<file path="src/rtl/ic_refill_ctrl.sv">
// Instruction-cache line refill engine: fetches a 128-bit line as four 32-bit beats
// and keeps the most recently filled line in a reuse buffer for repeated misses.
module ic_refill_ctrl #(
  parameter bit BUF_EN = 1'b1
) (
  input  logic         clk,
  input  logic         reset,
  input  logic         irq,
  input  logic [27:0]  l2_addr,
  input  logic         mem_wr_ic_en,
  input  logic         w_complete,
  output logic         ic_en,
  output logic         l2_rdy,
  output logic [127:0] data_wd_l2,
  output logic         mem_req,
  output logic [31:0]  mem_addr,
  input  logic         mem_ack,
  input  logic [31:0]  mem_rdata
);

  typedef enum logic [1:0] {
    IDLE  = 2'd0,
    FETCH = 2'd1,
    DONE  = 2'd2
  } state_t;

  state_t         state;
  logic [27:0]    req_line;
  logic [1:0]     beat;
  logic [1:0]     next_beat;
  logic           stale;
  logic           from_mem;
  logic           buf_valid;
  logic [27:0]    buf_line;
  logic [127:0]   buf_data;
  logic           hit;
  logic           buf_load;

  // Outputs are pure decodes of the registered state, so irq never reaches mem_req combinationally.
  assign ic_en   = (state != IDLE);
  assign l2_rdy  = (state == DONE);
  assign mem_req = (state == FETCH);

  // NOTE: every signal assigned in always_comb gets a value on every path, so no latch is inferred.
  always_comb begin
    next_beat = beat + 2'd1;
    hit       = BUF_EN && buf_valid && (l2_addr == buf_line);
    // A store seen on the release edge itself also makes the line stale.
    buf_load  = BUF_EN && (state == DONE) && w_complete && from_mem
                && !stale && !mem_wr_ic_en;
  end

  // NOTE: sequential state uses non-blocking assignments so every register samples pre-edge values.
  always_ff @(posedge clk) begin
    if (reset) begin
      state      <= IDLE;
      req_line   <= '0;
      beat       <= '0;
      stale      <= 1'b0;
      from_mem   <= 1'b0;
      buf_valid  <= 1'b0;
      mem_addr   <= '0;
      data_wd_l2 <= '0;
    end else begin
      // Invalidation wins over a coincident buffer load.
      if (mem_wr_ic_en) begin
        buf_valid <= 1'b0;
      end else if (buf_load) begin
        buf_valid <= 1'b1;
      end

      case (state)
        IDLE: begin
          if (irq) begin
            req_line <= l2_addr;
            stale    <= mem_wr_ic_en;
            if (hit) begin
              data_wd_l2 <= buf_data;
              from_mem   <= 1'b0;
              state      <= DONE;
            end else begin
              beat     <= 2'd0;
              from_mem <= 1'b1;
              mem_addr <= {l2_addr, 2'b00, 2'b00};
              state    <= FETCH;
            end
          end
        end

        FETCH: begin
          if (mem_wr_ic_en) begin
            stale <= 1'b1;
          end
          if (mem_ack) begin
            data_wd_l2[{beat, 5'd0} +: 32] <= mem_rdata;
            beat     <= next_beat;
            mem_addr <= {req_line, next_beat, 2'b00};
            if (beat == 2'd3) begin
              state <= DONE;
            end
          end
        end

        DONE: begin
          if (mem_wr_ic_en) begin
            stale <= 1'b1;
          end
          if (w_complete) begin
            state <= IDLE;
          end
        end

        default: state <= IDLE;
      endcase
    end
  end

  // NOTE: buffer contents are storage qualified by buf_valid, so they carry no reset.
  always_ff @(posedge clk) begin
    if (buf_load) begin
      buf_line <= req_line;
      buf_data <= data_wd_l2;
    end
  end

endmodule

</file>
<file path="config.mk">
export PLATFORM = sky130hd
export DESIGN_NAME = ic_refill_ctrl
export DESIGN_NICKNAME = d
export VERILOG_FILES = /design/src/rtl/ic_refill_ctrl.sv
export SDC_FILE = /design/constraint.sdc
export NUM_CORES = 1
export LEC_CHECK = 0
export CORE_UTILIZATION = 54
export DETAILED_ROUTE_END_ITERATION = 10
export GPL_TIMING_DRIVEN = 0
export HOLD_SLACK_MARGIN = 0.02
export PLACE_DENSITY = 0.8
export SYNTH_ARGS = -nofsm -noshare
export SYNTH_HDL_FRONTEND = slang
export SYNTH_SLANG_ARGS = --single-unit
export TNS_END_PERCENT = 20
</file>
<file path="constraint.sdc">
create_clock -name clk -period 9.05 [get_ports clk]
set_input_delay 0.905 -clock clk [delete_from_list [all_inputs] [get_ports clk]]
set_output_delay 0.905 -clock clk [all_outputs]
set_load 0.03 [all_outputs]
</file>
== Yosys cells after proc, flatten, opt, wreduce, memory -nomap -nowiden ==
Index checks and enable logic that the tools add are counted.
Cells by class
  shifts and indexed selects: 2
  eq/ne operators: 11
  mux-type cells: 23
  add/sub/neg operators: 2
  reductions and logical operators: 18
Operators with widths (count)
  128-bit two-way mux: 3
  128-bit one-hot mux with 2 select lines: 1
  128-bit bitwise mux: 1
  32-bit by 9-bit variable shift with 128-bit output, first input constant: 1
  32-bit by 9-bit variable part select with 128-bit output: 1
  32-bit two-way mux: 3
  32-bit one-hot mux with 2 select lines: 1
  28-bit equality test: 1
  2-bit two-way mux: 8
  4-bit AND reduction: 3
  7-bit negator with 9-bit output: 1
  2-bit != test, second input constant: 4
  2-bit by 1-bit != test with 1-bit output, second input constant: 3
  2-bit one-hot mux with 3 select lines: 1
  2-bit nonzero test: 3
  1-bit logical AND: 5
  2-bit equality test, second input constant: 2
  2-bit one-hot mux with 2 select lines: 1
  2-bit OR reduction: 2
  1-bit two-way mux: 3
  3-bit AND reduction: 1
  2-bit by 1-bit adder with 2-bit output, second input constant: 1
  2-bit by 1-bit equality test with 1-bit output, second input constant: 1
  1-bit logical NOT: 2
  3 further kinds: 3
Word-level totals
  output and inout bits: 163
  bits of input ports: 66
  register bits: 351

== Logic depth before layout (Yosys ltp) ==
  depth after elaboration: 5
  depth in mapped cells: 12
  gate-level depth less buffers: 8

== Worst setup path after synthesis ==
No wires, ideal clock.
  kind: input port to flip-flop
  start: input port w_complete
  end: register buf_data[0], enable pin
  data required time: 8374 ps
  cell stages on the path: 2
  path buffers: 0
  path slack: 856 ps
  arrival: 7518 ps
  path through: nand4b_1 -> nor2_1
On the way
  word-level cells in the longest chain between the ends: 4
Ends and longest elaborated chain
  from (decl): RTL line 11  | input logic w_complete,
  1-bit logical AND (2 in a row): RTL line 49  | buf_load = BUF_EN && (state == DONE) && w_complete && from_mem
  1-bit logical AND (2 in a row): RTL line 50  | && !stale && !mem_wr_ic_en;
  net buf_load: RTL line 37  | logic buf_load;
  to (signal assigned): RTL line 122  | buf_data <= data_wd_l2;
  to (decl): RTL line 35  | logic [127:0] buf_data;
The timed path passes the listed nets, and every way through them passes these cells.
A chain may end at the register's enable or synchronous reset.

== Final worst setup path ==
  start: input port l2_addr[9]
  end: register data_wd_l2[16]
On the way
  word-level cells in the longest chain between the ends: 4
Ends and longest elaborated chain
  from (decl): RTL line 9  | input logic [27:0] l2_addr,
  28-bit equality test: RTL line 47  | hit = BUF_EN && buf_valid && (l2_addr == buf_line);
  1-bit logical AND: RTL line 47
  2-bit != test (no source line)
  4-bit AND reduction (no source line)
  to (signal assigned): RTL line 78  | data_wd_l2 <= buf_data;
  to (signal, indexed assignment): RTL line 95  | data_wd_l2[{beat, 5'd0} +: 32] <= mem_rdata;
  to (decl): RTL line 14  | output logic [127:0] data_wd_l2,
No other way between the ends.

==> flow_metrics.tcl <==
set metrics [dict create \
    pwr-share-comb_pct 26.7 \
    p_clk_share_pct 33.6 \
    yosysUniqueCellTypes 49 \
    cts_resized 0 \
    reg2reg_slack_ps 5780 \
    grt_pass1_vias 12100 \
    portBuffers 226 \
    cellPowerDensity_nw_per_um2 247 \
    grt-ovfl-total 0 \
    post-route-period-util_pct 41.6 \
    rsz0062_at_grt "false" \
    hold_buffers 0 \
    p_sw_share_pct 33.0 \
    antenna_found_initial 0 \
    finalInstanceArea_um2 18900 \
    wl_um 45000 \
    cts.sink_count 347 \
    use_met3_pct 7.07 \
    met1_usage_pct 41.9 \
    hold_viol 0 \
    drc 0 \
    ys_warn_count 0 \
    top_usage_layer "met2" \
    fmax_mhz 266 \
    synth_enable_flop_cells 156 \
    vias 12600 \
    drtAntennaViolNets 0 \
    num_io_pins 229 \
    reg2regPathDepth 8 \
    worstSetupPathType "in -> reg" \
    drt_iter0_drc 1524 \
    grt_max_degree 35 \
    cp.arrival_ps 4140 \
    rows 60 \
    start_util_pct 55.0 \
    p_leak_nw 6.60 \
    r2r-start "beat[0]" \
    n_antenna_cell 0 \
    syn_area_um2 14800 \
    cts-root-buf "clkbuf_16" \
    postCtsSetupBuffers 0 \
    drive_above_1_share_pct 7.45 \
    cp-start-kind "primary input" \
    worst_setup_path_end_kind "flip-flop" \
    clock_latency_ps 520 \
    synthCells 1391 \
    synth_seq_area_share_pct 57.6 \
    use_met2_pct 50.6 \
    grtUsageTotal_pct 31.5 \
    gp_congestion 0.914 \
    finClkSkew_ps 14.7 \
    dp_hpwl_um 31500 \
    min_period_ps 3760 \
    crit_end "data_wd_l2[16]" \
    ys.flop_type "dfxtp_1" \
    fp.dieW_um 167 \
    viasPerCell 6.18 \
    p_switching_w 0.00153 \
    final_common_cell "clkdlybuf4s50_1" \
    cts_buffers 37 \
    placed_cell_area_um2 17600 \
    seqPwrFrac_pct 39.7 \
    holdPathStages 0 \
    postSynthAreaPerCell_um2 10.6 \
    async_flop_share_pct 0 \
    path_clk_slew_ps 60 \
    cp_max_fo 10 \
    wire_per_inst_um 22.1 \
    min_path_type "reg -> reg" \
    grt_pass1_wl_um 69000 \
    p_int_w 0.00312 \
    maxCapViolations 0 \
    post-synth-top-area-fraction_pct 31.7 \
    cts_tree "done" \
    crit_required_ps 9430 \
    outcome "completed" \
    synth_top_cell_by_area "edfxtp_1" \
    critPathLaunch "l2_addr[9]" \
    first_pass_iters 6 \
    dp_cells 1965 \
    finalSetupViolCount 0 \
    ys_ff_latch 347 \
    area_growth_pct 27.7 \
    die_y_um 167 \
    layout.nets 1737 \
    die-area_um2 28000 \
    synth_area_leaders "edfxtp_1 32%, dfxtp_1 26%, nor2b_1 5.4%, nor3_1 4.6%, a21oi_1 4.5%" \
    drv_slew 0 \
    slew_headroom_pct 14.5 \
    hold_slack_ps 457 \
    fin_cells 2033 \
    cts_buffer_depth 3 \
    layout_common_cells "226 x clkdlybuf4s50_1, 191 x dfxtp_1, 156 x edfxtp_1, 135 x nor3_1, 132 x a21oi_1" \
    htree_levels 2 \
    core_area_um2 26900 \
    worstReg2RegEnd "data_wd_l2[62]" \
    ir_worst_vdd_mv 0.264 \
    tightest_slew_ps 1270 \
]
==> layer usage <==
metal  part of all wire (%)  wire length, um  vias to the layer above
met1                     40            18200                     6030
met4                    3.3             1490                        0
met5                      0                0                        -
met3                     10             4530                      119
li1                       -                -                     5691
met2                     46            20800                      715
==> critical path, stage by stage <==
cell and delay, ps:
clkdlybuf4s50_1 490, xor2_1 190, nor4_1 630, and4_1 330, buf_6 140, nand4_1 550, clkbuf_1 420, a221oi_1 400
nor3_1 90
==> cells in the mapped netlist, types with 6 or more instances <==
| cell type | instances |
|---|---|
| mux2i_1 | 28 |
| or3_1 | 32 |
| buf_1 | 9 |
| nor3_1 | 135 |
| xnor2_1 | 6 |
| nand3_1 | 66 |
| edfxtp_1 | 156 |
| nor2b_1 | 128 |
| buf_2 | 20 |
| a221oi_1 | 32 |
| nor2_1 | 40 |
| a211oi_2 | 24 |
| dfxtp_1 | 191 |
| inv_1 | 15 |
| ha_1 | 8 |
| nand2b_1 | 10 |
| a211oi_1 | 68 |
| xor2_1 | 15 |
| o31a_1 | 31 |
| buf_6 | 8 |
| clkbuf_1 | 91 |
| a21oi_1 | 132 |
| nand4_1 | 34 |
| nand2_1 | 67 |
==> cell type report <==
type,count,area [um^2]
fill,1957,8010
timing repair buffer,232,2400
sequential,347,8510
inverter,15,56.3
clock buffer,51,1060
tap,341,427
buffer,131,588
clock inverter,17,191
multi-input combinational,899,5630
==> registers in the layout (all words and copies together), names as in the netlist <==
signal / cells
beat: 1
from_mem: 1
data_wd_l2: 128
req_line: 28
state: 2
buf_valid: 1
mem_addr: 29
stale: 1
buf_data: 128
buf_line: 28
==> kinds of logic after synthesis <==
kind of cell	Yosys count	share of synthesized area [%]
and+or+nand+nor	533	19.4
DFF	347	57.6
AOI/OAI and AO/OA	307	14.8
buffers and inverters	146	4.36
muxes	28	1.90
xor gates and xnor gates	21	1.25
adders and majority gates	8	0.678
other	1	0.0254
==> worst min path at each step <==
| stage | from | end | slack, ps |
|---|---|---|---|
| after global placement | req_line[11] | buf_line[11] | 430 |
| after CTS | data_wd_l2[16] | buf_data[16] | 460 |
| after global routing | req_line[22] | buf_line[22] | 470 |
| after detailed placement | req_line[3] | buf_line[3] | 450 |
| final | data_wd_l2[16] | buf_data[16] | 460 |
| after floorplan | req_line[0] | buf_line[0] | 430 |
==> power by group through the flow <==
| stage | registers (W) | clock network, W | logic, W |
|---|---|---|---|
| floorplan | 0.00202 | 0 | 0.000604 |
| global placement | 0.00188 | 0 | 0.00119 |
| detailed placement | 0.00188 | 0 | 0.00122 |
| CTS | 0.00185 | 0.00157 | 0.00123 |
| global route | 0.00186 | 0.00163 | 0.00132 |
| finish | 0.00185 | 0.00156 | 0.00124 |
==> stage by stage <==
stage | total power [W] | setup TNS, ps | setup slack, ps | utilization, %
finish | 0.00466 | 0 | 5290 | 70.2
global route | 0.00481 | 0 | 5200 | 70.2
CTS | 0.00465 | 0 | 5390 | 70.2
detailed placement | 0.00309 | 0 | 4870 | 65.5
global placement | 0.00307 | -465390 | -2980 | 65.0
floorplan | 0.00263 | 0 | 856 | -
Power figures use the tool's default switching activity.
